$ cat src/rtl/moldudp64_msg_track.sv
// MoldUDP64 message boundary tracker: strips the 20-byte header and follows the
// 2-byte big-endian length fields across 8-byte beats. Optional protocol error
// checking is built when MOLD_MSG_TRACK_ERR_EN is defined.
module moldudp64_msg_track #(
  parameter int P_L  = 8,
  parameter int ML_W = 16
) (
  input  logic              clk,
  input  logic              rst,
  input  logic              valid_i,
  input  logic [P_L*8-1:0]  data_i,
  input  logic              last_i,
  output logic              msg_len_v_o,
  output logic [ML_W-1:0]   msg_len_o,
  output logic [15:0]       msg_cnt_o,
  output logic              msg_start_o,
  output logic              msg_end_o,
  output logic              eos_o,
  output logic              err_o
);

  typedef enum logic [2:0] {HDR0, HDR1, HDR2, MSG, LEN_LO, DRAIN} state_t;

  state_t          state, state_n;
  logic [7:0]      hi_byte, hi_n;
  logic [ML_W-1:0] rem_n, len_l, len_sub;
  logic [15:0]     cnt_n, count;
  logic            start_n, end_n, eos_n, err_n, take_len;

  function automatic logic [7:0] byte_at(input logic [P_L*8-1:0] d, input logic [2:0] idx);
    return d[{idx, 3'b000} +: 8];
  endfunction

  assign count = {byte_at(data_i, 3'd2), byte_at(data_i, 3'd3)};

  always_comb begin
    // NOTE: every comb output gets a default first so no path infers a latch.
    state_n  = state;
    rem_n    = msg_len_o;
    cnt_n    = msg_cnt_o;
    hi_n     = hi_byte;
    start_n  = 1'b0;
    end_n    = 1'b0;
    eos_n    = 1'b0;
    take_len = 1'b0;
    len_l    = '0;
    len_sub  = '0;

    case (state)
      HDR0: begin
        rem_n   = '0;
        cnt_n   = '0;
        state_n = HDR1;
      end
      HDR1: state_n = HDR2;
      HDR2: begin
        rem_n = '0;
        cnt_n = '0;
        if (count == 16'h0000) begin
          state_n = DRAIN;
        end else if (count == 16'hFFFF) begin
          eos_n   = 1'b1;
          state_n = DRAIN;
        end else begin
          take_len = 1'b1;
          len_l    = ML_W'({byte_at(data_i, 3'd4), byte_at(data_i, 3'd5)});
          len_sub  = ML_W'(2);
          cnt_n    = count - 16'd1;
          state_n  = MSG;
        end
      end
      MSG: begin
        if (msg_len_o >= ML_W'(P_L)) begin
          rem_n = msg_len_o - ML_W'(P_L);
          end_n = (rem_n == '0);
          if (rem_n == '0 && msg_cnt_o == '0) state_n = DRAIN;
        end else begin
          // rem == 0 means the message already closed on the previous beat.
          end_n = (msg_len_o != '0);
          if (msg_cnt_o == '0) begin
            rem_n   = '0;
            state_n = DRAIN;
          end else if (msg_len_o[2:0] != 3'd7) begin
            take_len = 1'b1;
            len_l    = ML_W'({byte_at(data_i, msg_len_o[2:0]),
                              byte_at(data_i, msg_len_o[2:0] + 3'd1)});
            len_sub  = ML_W'(6) - msg_len_o;
            cnt_n    = msg_cnt_o - 16'd1;
          end else begin
            hi_n    = byte_at(data_i, 3'd7);
            rem_n   = '0;
            state_n = LEN_LO;
          end
        end
      end
      LEN_LO: begin
        take_len = 1'b1;
        len_l    = ML_W'({hi_byte, byte_at(data_i, 3'd0)});
        len_sub  = ML_W'(7);
        cnt_n    = msg_cnt_o - 16'd1;
        state_n  = MSG;
      end
      default: ;
    endcase

    if (take_len) begin
      rem_n   = len_l - len_sub;
      start_n = 1'b1;
    end

`ifdef MOLD_MSG_TRACK_ERR_EN
    begin
      logic short_len, bad;
      short_len = take_len && (len_l < ML_W'(6));
      bad = short_len ||
            (last_i && ((state inside {HDR0, HDR1, LEN_LO}) || rem_n != '0 || cnt_n != '0));
      if (short_len) begin
        rem_n   = '0;
        cnt_n   = '0;
        start_n = 1'b0;
      end
      if (bad) state_n = DRAIN;
      err_n = ((state == HDR0) ? 1'b0 : err_o) | bad;
    end
`else
    err_n = 1'b0;
`endif

    if (last_i) state_n = HDR0;
  end

  always_ff @(posedge clk or posedge rst) begin
    if (rst) begin
      state       <= HDR0;
      hi_byte     <= '0;
      msg_len_o   <= '0;
      msg_cnt_o   <= '0;
      msg_len_v_o <= 1'b0;
      msg_start_o <= 1'b0;
      msg_end_o   <= 1'b0;
      eos_o       <= 1'b0;
      err_o       <= 1'b0;
    end else if (valid_i) begin
      // NOTE: registered state uses non-blocking assignment so all flops update together.
      state       <= state_n;
      hi_byte     <= hi_n;
      msg_len_o   <= rem_n;
      msg_cnt_o   <= cnt_n;
      msg_len_v_o <= 1'b1;
      msg_start_o <= start_n;
      msg_end_o   <= end_n;
      eos_o       <= eos_n;
      err_o       <= err_n;
    end else begin
      msg_len_v_o <= 1'b0;
      msg_start_o <= 1'b0;
      msg_end_o   <= 1'b0;
      eos_o       <= 1'b0;
    end
  end

endmodule

$ cat config.mk
export PLATFORM = sky130hd
export DESIGN_NAME = moldudp64_msg_track
export DESIGN_NICKNAME = d
export VERILOG_FILES = /design/src/rtl/moldudp64_msg_track.sv
export SDC_FILE = /design/constraint.sdc
export NUM_CORES = 1
export LEC_CHECK = 0
export BUFFER_PORTS_ARGS = -buffer_cell sky130_fd_sc_hd__buf_2
export CORE_UTILIZATION = 41
export DETAILED_ROUTE_END_ITERATION = 16
export GPL_ROUTABILITY_DRIVEN = 0
export SLEW_MARGIN = 30
export SYNTH_ARGS = -nofsm -noshare
export SYNTH_HDL_FRONTEND = slang
export SYNTH_SLANG_ARGS = --single-unit
$ cat constraint.sdc
create_clock -name clk -period 13 [get_ports clk]
set_clock_uncertainty 0.1 [all_clocks]
set_input_delay 1.3 -clock clk [delete_from_list [all_inputs] [get_ports clk]]
set_output_delay 1.3 -clock clk [all_outputs]
set_load 0.005 [all_outputs]
==> out/metrics.csv <==
stage,metric,value,unit
power_and_ir_drop,sw frac,0.495,
logic_synthesis,Yosys reg bits,47,
routing,DRC errors left,0,
floorplanning,die height,115,µm
sta,Final Critical Period,5.10,ns
power_and_ir_drop,Worst VDD drop,0.0000736,V
sta,max-slew violations,0,
logic_synthesis,Synth Cell Area,5230,µm²
routing,via count,5195,
logic_synthesis,Synthesized Nets,692,
clocking,Max Root-Sink Buffers,2,
clocking,hold_buf cts,0,
finish,Final Instance Area,5990,µm²
clocking,number of setup buffers added after CTS,0,
placed_design,input/output buffers,103,
clocking,H-tree levels,2,
power_and_ir_drop,Clock power frac,0.110,
routing,WL/cell,19.2,µm
sta,RSZ-0062 raised after global routing,false,
worst_setup_path,CP Capture Type,register,
worst_setup_path,Crit path arrival time,5.17,ns
floorplanning,core area,12200,µm²
routing,via/cell ratio,6.16,
logic_synthesis,top-count cell post-synth,nor2_1,
global_routing,GR Util All Layers,0.254,
logic_synthesis,ys async rst share,1.00,
floorplanning,Die X,115,µm
logic_synthesis,dominant cells by area after synthesis,"dfrtp_1 23%, mux4_2 14%, ha_1 6.2%, o21ai_0 5.4%, nor2_1 4.2%",
finish,Post-layout nets,769,
sta,Worst Slack Setup Final,7.90,ns
finish,fraction of final layout cells sized beyond drive strength 1,0.259,
finish,n_diodes,0,
finish,Non-Filler Instances,843,
power_and_ir_drop,Total Power,1.26,mW
global_routing,first-pass GRT wire length,25800,µm
logic_synthesis,XOR/XNOR Fraction of Synth Area,0.0536,
worst_setup_path,CP Class,in -> reg,
worst_setup_path,Worst R2R Setup Slack,7.92,ns
finish,"Area growth, synth to finish",14.7,%
logic_synthesis,top-area cell type share of the netlist area,0.225,
sta,Fmax,196,MHz
sta,TNS Setup,0,ns
global_routing,largest net degree at the start of global routing,48,
logic_synthesis,"Seq/Total Area, Yosys",0.225,
power_and_ir_drop,switching pwr,0.622,mW
placed_design,setup slack after placement,7.42,ns
logic_synthesis,distinct cell type count of the synthesized netlist,64,
logic_synthesis,Synth Area per Inst,8.75,µm²
placed_design,Placed Area,5830,µm²
logic_synthesis,Synth Area in Simple Gates,0.226,
routing,drt total wl,16200,µm
routing,Pre-Repair DR Iteration Count,5,
power_and_ir_drop,Pint,0.634,mW
power_and_ir_drop,Comb power frac,0.707,
floorplanning,Initial Util,0.428,
power_and_ir_drop,PwrDens,210,nW/µm²
worst_setup_path,crit-path max FO,15,
floorplanning,row cnt,40,
worst_setup_path,worst path cell trace,"buf_2, or3_1, nand4b_1, nor3_2, nor4_4, buf_4, a221oi_1, ha_1, fa_1, nor2b_1, o31a_1, o211ai_1, a31oi_1, a21o_1, a21oi_1, xor2_1, o21ai_0",
worst_setup_path,Worst Setup Start Kind,primary input,
sta,crit share post-route,0.393,
logic_synthesis,largest area contributor in the netlist,dfrtp_1,
routing,initial drt markers,382,
clocking,CTS tree,yes,
logic_synthesis,Synth Area in Compound Gates,0.196,
sta,Slew @ Worst Pin,0.940,ns
logic_synthesis,cells after synthesis,597,
routing,post-route ant nets,0,
floorplanning,Die ar.,13200,µm²
logic_synthesis,"Top FF cell, synth",dfrtp_1,
global_routing,number of global-route vias before repair,4808,
placed_design,Inst Count DP,834,
global_routing,GRT overflow,0,
sta,Finish-stage setup viols,0,
outcome,status,"complete, no violations",
worst_setup_path,max incr delay on CP,0.43,ns
floorplanning,I/O pins,105,
clocking,CTS Sinks,47,
flow_run,MaxCap Viol Count,0,
power_and_ir_drop,static leakage,2.51,nW
logic_synthesis,"top cells by count, synth","58 x nor2_1, 56 x o21ai_0, 47 x dfrtp_1, 47 x nand2_1",
power_and_ir_drop,sequential share of power,0.183,
logic_synthesis,Post-synth EDFFs,0,
global_routing,initial antenna violation count,0,
clocking,Root Buffer,clkbuf_16,
sta,headroom to the max-slew limit,0.370,
logic_synthesis,mux cell area share after synthesis,0.188,
logic_synthesis,largest family of logic cells by synthesized area,simple AND/OR/NAND/NOR gates,
worst_setup_path,slowest CP cell,or3_1,
clocking,CTS resizes,0,
worst_setup_path,required time worst endpoint,13.06,ns
clocking,total CTS buffers,5,
logic_synthesis,Post-Synth Adder-Cell Area,0.0661,
placed_design,HPWL after DPL,12300,µm
worst_hold_path,worst min path class,reg -> reg,
clocking,"Reg clk slew, reported paths",0.07,ns
clocking,clock latency at the later pin of the worst-skew pair,0.30,ns
sta,"Hold Vio Cnt, Final",0,
logic_synthesis,Syn. warnings,0,
-- sequential cells by signal, indices dropped and copies added (netlist names) --
signal,cells
msg_end_o,1
hi_byte,8
msg_len_v_o,1
msg_len_o,16
msg_start_o,1
state,3
msg_cnt_o,16
eos_o,1
-- path summary, 6_finish.rpt --
check	start	end	depth (start not counted)
setup / recovery	data_i[27]	msg_len_o[14]	17
min in group asynchronous	rst	msg_cnt_o[5]	3
hold reg to reg	hi_byte[7]	hi_byte[7]	1
max in group asynchronous	rst	msg_len_o[0]	3
hold / removal	hi_byte[7]	hi_byte[7]	1
setup reg to reg	msg_len_o[0]	msg_len_o[14]	17
-- power groups by stage --
stage	combinational, mW	sequential, mW	clock, mW
finish	0.887	0.230	0.138
global placement	0.865	0.231	0
floorplan	0.677	0.206	0
detailed placement	0.872	0.231	0
global route	0.978	0.237	0.147
CTS	0.875	0.229	0.141
-- cell families (layout without fill, tap and decap cells) --
group           after synthesis  in the layout
simple gates                218            218
compound gates              159            159
mux                          57             57
buf+inv                      56            134
flops                        47             47
xor+xnor                     32             32
fa+ha+maj                    27             27
other cells                   1              1
-- per-layer routing --
metal | vias to the layer above | track usage | wire length [µm]
met4 | 0 | 0.0615 | 241
li1 | 2423 | - | -
met5 | - | 0 | 0
met1 | 2493 | 0.370 | 7650
met2 | 262 | 0.385 | 6990
met3 | 17 | 0.0506 | 1330
-- layout make-up --
type	instances	area, µm²
inverters	17	63.8
well taps	168	210
flip-flops and latches	47	1180
clock buffers	7	143
clock inverters	1	8.76
multi-input cells	494	3820
fillers	1205	6220
repair buffers	109	564
-- stage by stage --
| stage | utilization | hold WS (ns) |
|---|---|---|
| 2_1_floorplan | - | 0.380 |
| 3_3_place_gp | 0.477 | 0.392 |
| 3_5_place_dp | 0.477 | 0.405 |
| 4_1_cts | 0.490 | 0.420 |
| 5_1_grt | 0.491 | 0.445 |
| 6_report | 0.491 | 0.420 |
-- critical path: cells and delay by family --
| kind | cells | cell delay, ns |
|---|---|---|
| compound gates | 7 | 1.60 |
| xor+xnor | 1 | 0.16 |
| fa+ha+maj | 2 | 0.44 |
| buf+inv | 2 | 0.38 |
| simple gates | 5 | 1.30 |
-- placed cells by master, fill, tap and decap left out, types with 6 or more instances in the layout --
cell        n
xnor2_1    15
nand2_1    47
dfrtp_1    45
a21oi_1    32
o21ai_0    56
nor3_1     25
nor4_1     10
inv_1      16
o32ai_1     6
or3_1       8
mux4_2     32
and3_1      6
nor2_1     58
mux2_2      8
nand2b_1   12
ha_1       26
buf_2     103
a221o_1    14
xor2_1     17
mux2i_1    17
No activity file was read; power rests on OpenSTA's default activity.
